==> config.mk <==
export PLATFORM = sky130hd
export DESIGN_NAME = mem_stage
export DESIGN_NICKNAME = d
export VERILOG_FILES = /design/src/rtl/mem_stage.sv
export SDC_FILE = /design/constraint.sdc
export NUM_CORES = 1
export LEC_CHECK = 0
export BUFFER_PORTS_ARGS = -buffer_cell sky130_fd_sc_hd__buf_2
export CORE_UTILIZATION = 54
export DETAILED_ROUTE_END_ITERATION = 10
export GPL_TIMING_DRIVEN = 1
export PLACE_DENSITY_LB_ADDON = 0.3
export SLEW_MARGIN = 20
export SYNTH_ARGS = -nofsm -noshare
export SYNTH_HDL_FRONTEND = slang
export SYNTH_SLANG_ARGS = --single-unit
==> constraint.sdc <==
create_clock -name clk -period 15.1 [get_ports clk]
set_clock_uncertainty 0.1 [all_clocks]
set_input_delay 3.775 -clock clk [delete_from_list [all_inputs] [get_ports clk]]
set_output_delay 3.775 -clock clk [all_outputs]
set_load 0.01 [all_outputs]
==> src/rtl/mem_stage.sv <==
// mem_stage -- pipeline memory stage.
//
// Takes one op from execute, runs the level handshake with the memory
// controller (mm_e up, wait mm_ok up, mm_e down, wait mm_ok down), then
// retires exactly one write-back pulse per op. Pass-through (NONE) ops
// retire in the accepting cycle without touching memory.
//
// Ports:
//   clk, rst                 clock, async active-high reset
//   ex_valid/op/addr/data/rd operation from execute (held while mem_busy)
//   mem_busy                 stall to execute (state != IDLE)
//   mm_e/a/n_i/wr/cu         request to memory controller
//   mm_ok, mm_n_o            completion level and load data
//   wb_valid/rd/data         retire pulse to write-back
module mem_stage (
    input  logic        clk,
    input  logic        rst,
    input  logic        ex_valid,
    input  logic [3:0]  ex_op,
    input  logic [31:0] ex_addr,
    input  logic [31:0] ex_data,
    input  logic [4:0]  ex_rd,
    output logic        mem_busy,
    output logic        mm_e,
    output logic [31:0] mm_a,
    output logic [31:0] mm_n_i,
    output logic        mm_wr,
    output logic [1:0]  mm_cu,
    input  logic        mm_ok,
    input  logic [31:0] mm_n_o,
    output logic        wb_valid,
    output logic [4:0]  wb_rd,
    output logic [31:0] wb_data
);

    typedef enum logic [1:0] {IDLE = 2'd0, ACCESS = 2'd1, RELEASE = 2'd2} state_t;

    state_t      state, state_nx;
    logic [3:0]  op_q;
    logic [4:0]  rd_q;
    logic [31:0] ld_q;
    logic        is_mem;
    logic [1:0]  cu_dec;
    logic [31:0] ld_ext;

    // Width decode; unknown codes fall through to pass-through.
    always_comb begin
        is_mem = 1'b1;
        cu_dec = 2'd0;
        case (ex_op)
            4'd1, 4'd4, 4'd9:  cu_dec = 2'd0;
            4'd2, 4'd5, 4'd10: cu_dec = 2'd1;
            4'd3, 4'd11:       cu_dec = 2'd3;
            default:           is_mem = 1'b0;
        endcase
    end

    // Load data is captured low-aligned; only extension is needed here.
    always_comb begin
        ld_ext = ld_q;
        case (op_q)
            4'd1:    ld_ext = {{24{ld_q[7]}}, ld_q[7:0]};
            4'd4:    ld_ext = {24'd0, ld_q[7:0]};
            4'd2:    ld_ext = {{16{ld_q[15]}}, ld_q[15:0]};
            4'd5:    ld_ext = {16'd0, ld_q[15:0]};
            default: ld_ext = ld_q;
        endcase
    end

    assign mem_busy = (state != IDLE);

    always_ff @(posedge clk or posedge rst) begin
        if (rst) state <= IDLE;
        else     state <= state_nx;
    end

    always_comb begin
        state_nx = state;
        case (state)
            IDLE:    if (ex_valid && is_mem) state_nx = ACCESS;
            ACCESS:  if (mm_ok)              state_nx = RELEASE;
            // Controller re-arms only once it sees mm_e low, so retire waits
            // for mm_ok to fall; a new request can never meet a stale mm_ok.
            RELEASE: if (!mm_ok)             state_nx = IDLE;
            default:                         state_nx = IDLE;
        endcase
    end

    always_ff @(posedge clk or posedge rst) begin
        if (rst) begin
            op_q     <= 4'd0;
            rd_q     <= 5'd0;
            ld_q     <= 32'd0;
            mm_e     <= 1'b0;
            mm_a     <= 32'd0;
            mm_n_i   <= 32'd0;
            mm_wr    <= 1'b0;
            mm_cu    <= 2'd0;
            wb_valid <= 1'b0;
            wb_rd    <= 5'd0;
            wb_data  <= 32'd0;
        end else begin
            wb_valid <= 1'b0;
            case (state)
                IDLE: begin
                    if (ex_valid) begin
                        if (is_mem) begin
                            op_q   <= ex_op;
                            rd_q   <= ex_rd;
                            mm_a   <= ex_addr;
                            mm_n_i <= ex_data;
                            mm_wr  <= ex_op[3];
                            mm_cu  <= cu_dec;
                            mm_e   <= 1'b1;
                        end else begin
                            wb_valid <= 1'b1;
                            wb_rd    <= ex_rd;
                            wb_data  <= ex_data;
                        end
                    end
                end
                ACCESS: begin
                    if (mm_ok) begin
                        ld_q <= mm_n_o;
                        mm_e <= 1'b0;
                    end
                end
                RELEASE: begin
                    if (!mm_ok) begin
                        wb_valid <= 1'b1;
                        if (op_q[3]) begin
                            wb_rd   <= 5'd0;
                            wb_data <= 32'd0;
                        end else begin
                            wb_rd   <= rd_q;
                            wb_data <= ld_ext;
                        end
                    end
                end
                default: ;
            endcase
        end
    end

endmodule
==> results.cfg <==
[run_status]
run_status = finished clean

[synthesis]
yosys-top-cells-area = dfrtp_1 (60%), mux2_2 (24%), o31ai_1 (1.9%)
ys_warn_count = 0
ys_seq_area_frac = 0.599
syn_inst = 423
syn_nets = 532
yosysUniqueCellTypes = 38
ys_ff_latch = 148
synth_top_area_share = 0.599
synth_top_area_cell = dfrtp_1
synth_area_um2 = 6180
syn_area_per_cell_um2 = 14.6

[critical_path]
reg2reg_depth = 4
required_ns = 15.30
path_class = input pin to flip-flop
critPathSlowestCell = a21oi_4
rr_startpoint = state[1]
critPathCaptureType = flip-flop
arrival_ns = 5.85
crit_path_start_kind = input pin
critPathMaxFanout = 20
path_cells = buf_2, o21bai_1, nand4b_1, a21oi_4, buf_4, mux2_2
critPathLaunch = ex_op[1]
crit_path_max_incr_delay_ns = 0.64

[sta]
period_needed_ns = 5.65
setup_viol = 0
drv_slew = 0
finalHoldViolations = 0
fmax_ghz = 0.177
slew_headroom = 0.304
worstMarginPinSlew_ns = 1.04
final.setup.tns_ns = 0
rsz0062_at_grt = false
finalCritPeriodShare = 0.374

[min_path]
hp-start = mm_e
worstHoldPathCells = 1
hp-class = flip-flop to flip-flop

[power_and_ir_drop]
p_int_mw = 1.11
p_sw_mw = 0.499
seqPwrFrac = 0.413
switching_share = 0.310
power_frac_comb = 0.305
powerDensity_nw_per_um2 = 201
ir_drop_mv = 0.123
p_leak_nw = 3.77
finalPower_mw = 1.61
clock_power_share = 0.282

[global_route]
grt.total_usage = 0.259
grt_start_max_net_pins = 89
grt_pass1_vias = 4593
grt_overflow = 0
grt_first_pass_wirelength_mm = 22.8
antenna_found_initial = 0

[clocking]
hold_buffers = 0
postCtsSetupRepairBufs = 0
cts_tree = yes
cts_resized = 0
cts.path.max_buffers = 2
clock_sinks = 148
cts_buffers = 17
clkTransAtPathRegs_ns = 0.06
h-tree-depth = 4
cts_root_buf = clkbuf_16
clkLatencyLatePin_ns = 0.41

[detailed_routing]
wirelength_mm = 14.6
wl_per_cell_um = 18.5
vias_per_cell = 5.57
drc = 0
dr.pass1.iters = 5
vias = 4397
drtAntennaViolNets = 0
drt-initial-drc-count = 180

[finish]
fin_nets = 745
layout-drive-gt1-share = 0.610
n_fill_cell = 735
seq_area_um2 = 3700
final_common_cell = buf_2
area_growth_pct = 29.3
multi_input_area_um2 = 2320
layout_common_cells = buf_2 (215), dfrtp_1 (148), mux2_2 (134)
diodes = 0

[floorplanning]
dieHeight_um = 109
fp.coreArea_um2 = 11000
num_rows = 38
dieWidth_um = 109
start_util = 0.563
ios = 216
dieArea_um2 = 11900

[placed_design]
portBuffers = 215
gp_congestion = 0.739
dp_hpwl_mm = 9.87

[flow_run]
drv_cap = 0
==> stage by stage <==
step / instance area [µm²] / std cells / utilization / hold WS, ns / setup slack [ns]
2_1_floorplan: 6180 / 423 / - / 0.380 / 7.25
5_1_grt: 7990 / 789 / 0.728 / 0.395 / 9.34
3_3_place_gp: 7340 / 757 / 0.669 / 0.356 / 9.19
3_5_place_dp: 7340 / 757 / 0.669 / 0.364 / 9.07
4_1_cts: 7980 / 789 / 0.727 / 0.380 / 9.46
6_report: 7990 / 789 / 0.728 / 0.378 / 9.45
==> metal layers <==
layer,track usage,share of wire
met1,0.310,0.41
met2,0.444,0.52
met3,0.0681,0.056
met4,0.104,0.018
met5,0,0
==> final timing paths <==
| kind | endpoint | slack (ns) |
|---|---|---|
| setup / recovery | wb_data[17] | 9.45 |
| hold / removal | mm_e | 0.38 |
| setup reg to reg | wb_data[17] | 12.76 |
| hold reg to reg | mm_e | 0.38 |
| max in group asynchronous | mm_a[20] | 10.39 |
| min in group asynchronous | mm_a[0] | 3.31 |
==> critical path: cells and delay by family <==
kind	cells	cell delay, ns
AOI/OAI and AO/OA	2	0.96
buffers and inverters	2	0.52
muxes	1	0.39
and+or+nand+nor	1	0.21
==> layout make-up <==
type / count / share of cell area
clock buffer: 17 / 0.0532
clock inverter: 15 / 0.0266
inverter: 5 / 0.00298
multi-input combinational: 243 / 0.291
sequential: 148 / 0.464
tap: 140 / 0.0219
timing repair buffer: 221 / 0.141
==> logic make-up after synthesis <==
family / synth area share
DFF: 0.599
muxes: 0.255
AOI/OAI and AO/OA: 0.0860
and+or+nand+nor: 0.0289
buffers and inverters: 0.0294
xor gates and xnor gates: 0.00142
==> sequential cells by signal, indices dropped and copies added, names as in the netlist, 2 cells and up <==
register  cells
ld_q         32
mm_a         32
mm_cu         2
mm_n_i       32
op_q          3
rd_q          5
state         2
wb_data      32
wb_rd         5
==> power groups by stage <==
stage                     logic [mW]  registers, mW  clock network (mW)
after floorplan                0.245          0.710                   0
after global placement         0.475          0.657                   0
after detailed placement       0.492          0.667                   0
after CTS                      0.497          0.664               0.458
after global routing           0.532          0.686               0.476
final                          0.491          0.665               0.453
==> cells in the mapped netlist <==
cell / count
a22o_1: 13
a21o_1: 1
or3b_4: 1
a21oi_1: 2
nand4b_1: 1
or3_1: 1
a21boi_0: 1
buf_6: 7
nand2_1: 18
o31ai_1: 16
a21boi_1: 1
a221o_1: 8
nand2b_1: 3
nor4b_1: 1
buf_4: 1
a31oi_1: 17
and3_1: 1
nor2_1: 2
nor3b_2: 1
buf_1: 1
nor2b_1: 2
nand3_1: 1
o21a_1: 1
a211oi_4: 1
o21ai_0: 3
xor2_1: 1
inv_1: 4
o21ai_1: 1
o21bai_1: 2
mux2_1: 6
o41ai_2: 1
or2_2: 1
clkbuf_1: 14
dfrtp_1: 148
buf_2: 4
nand3b_1: 1
mux2_2: 134
clkinv_1: 1
Power figures use the tool's default switching activity.
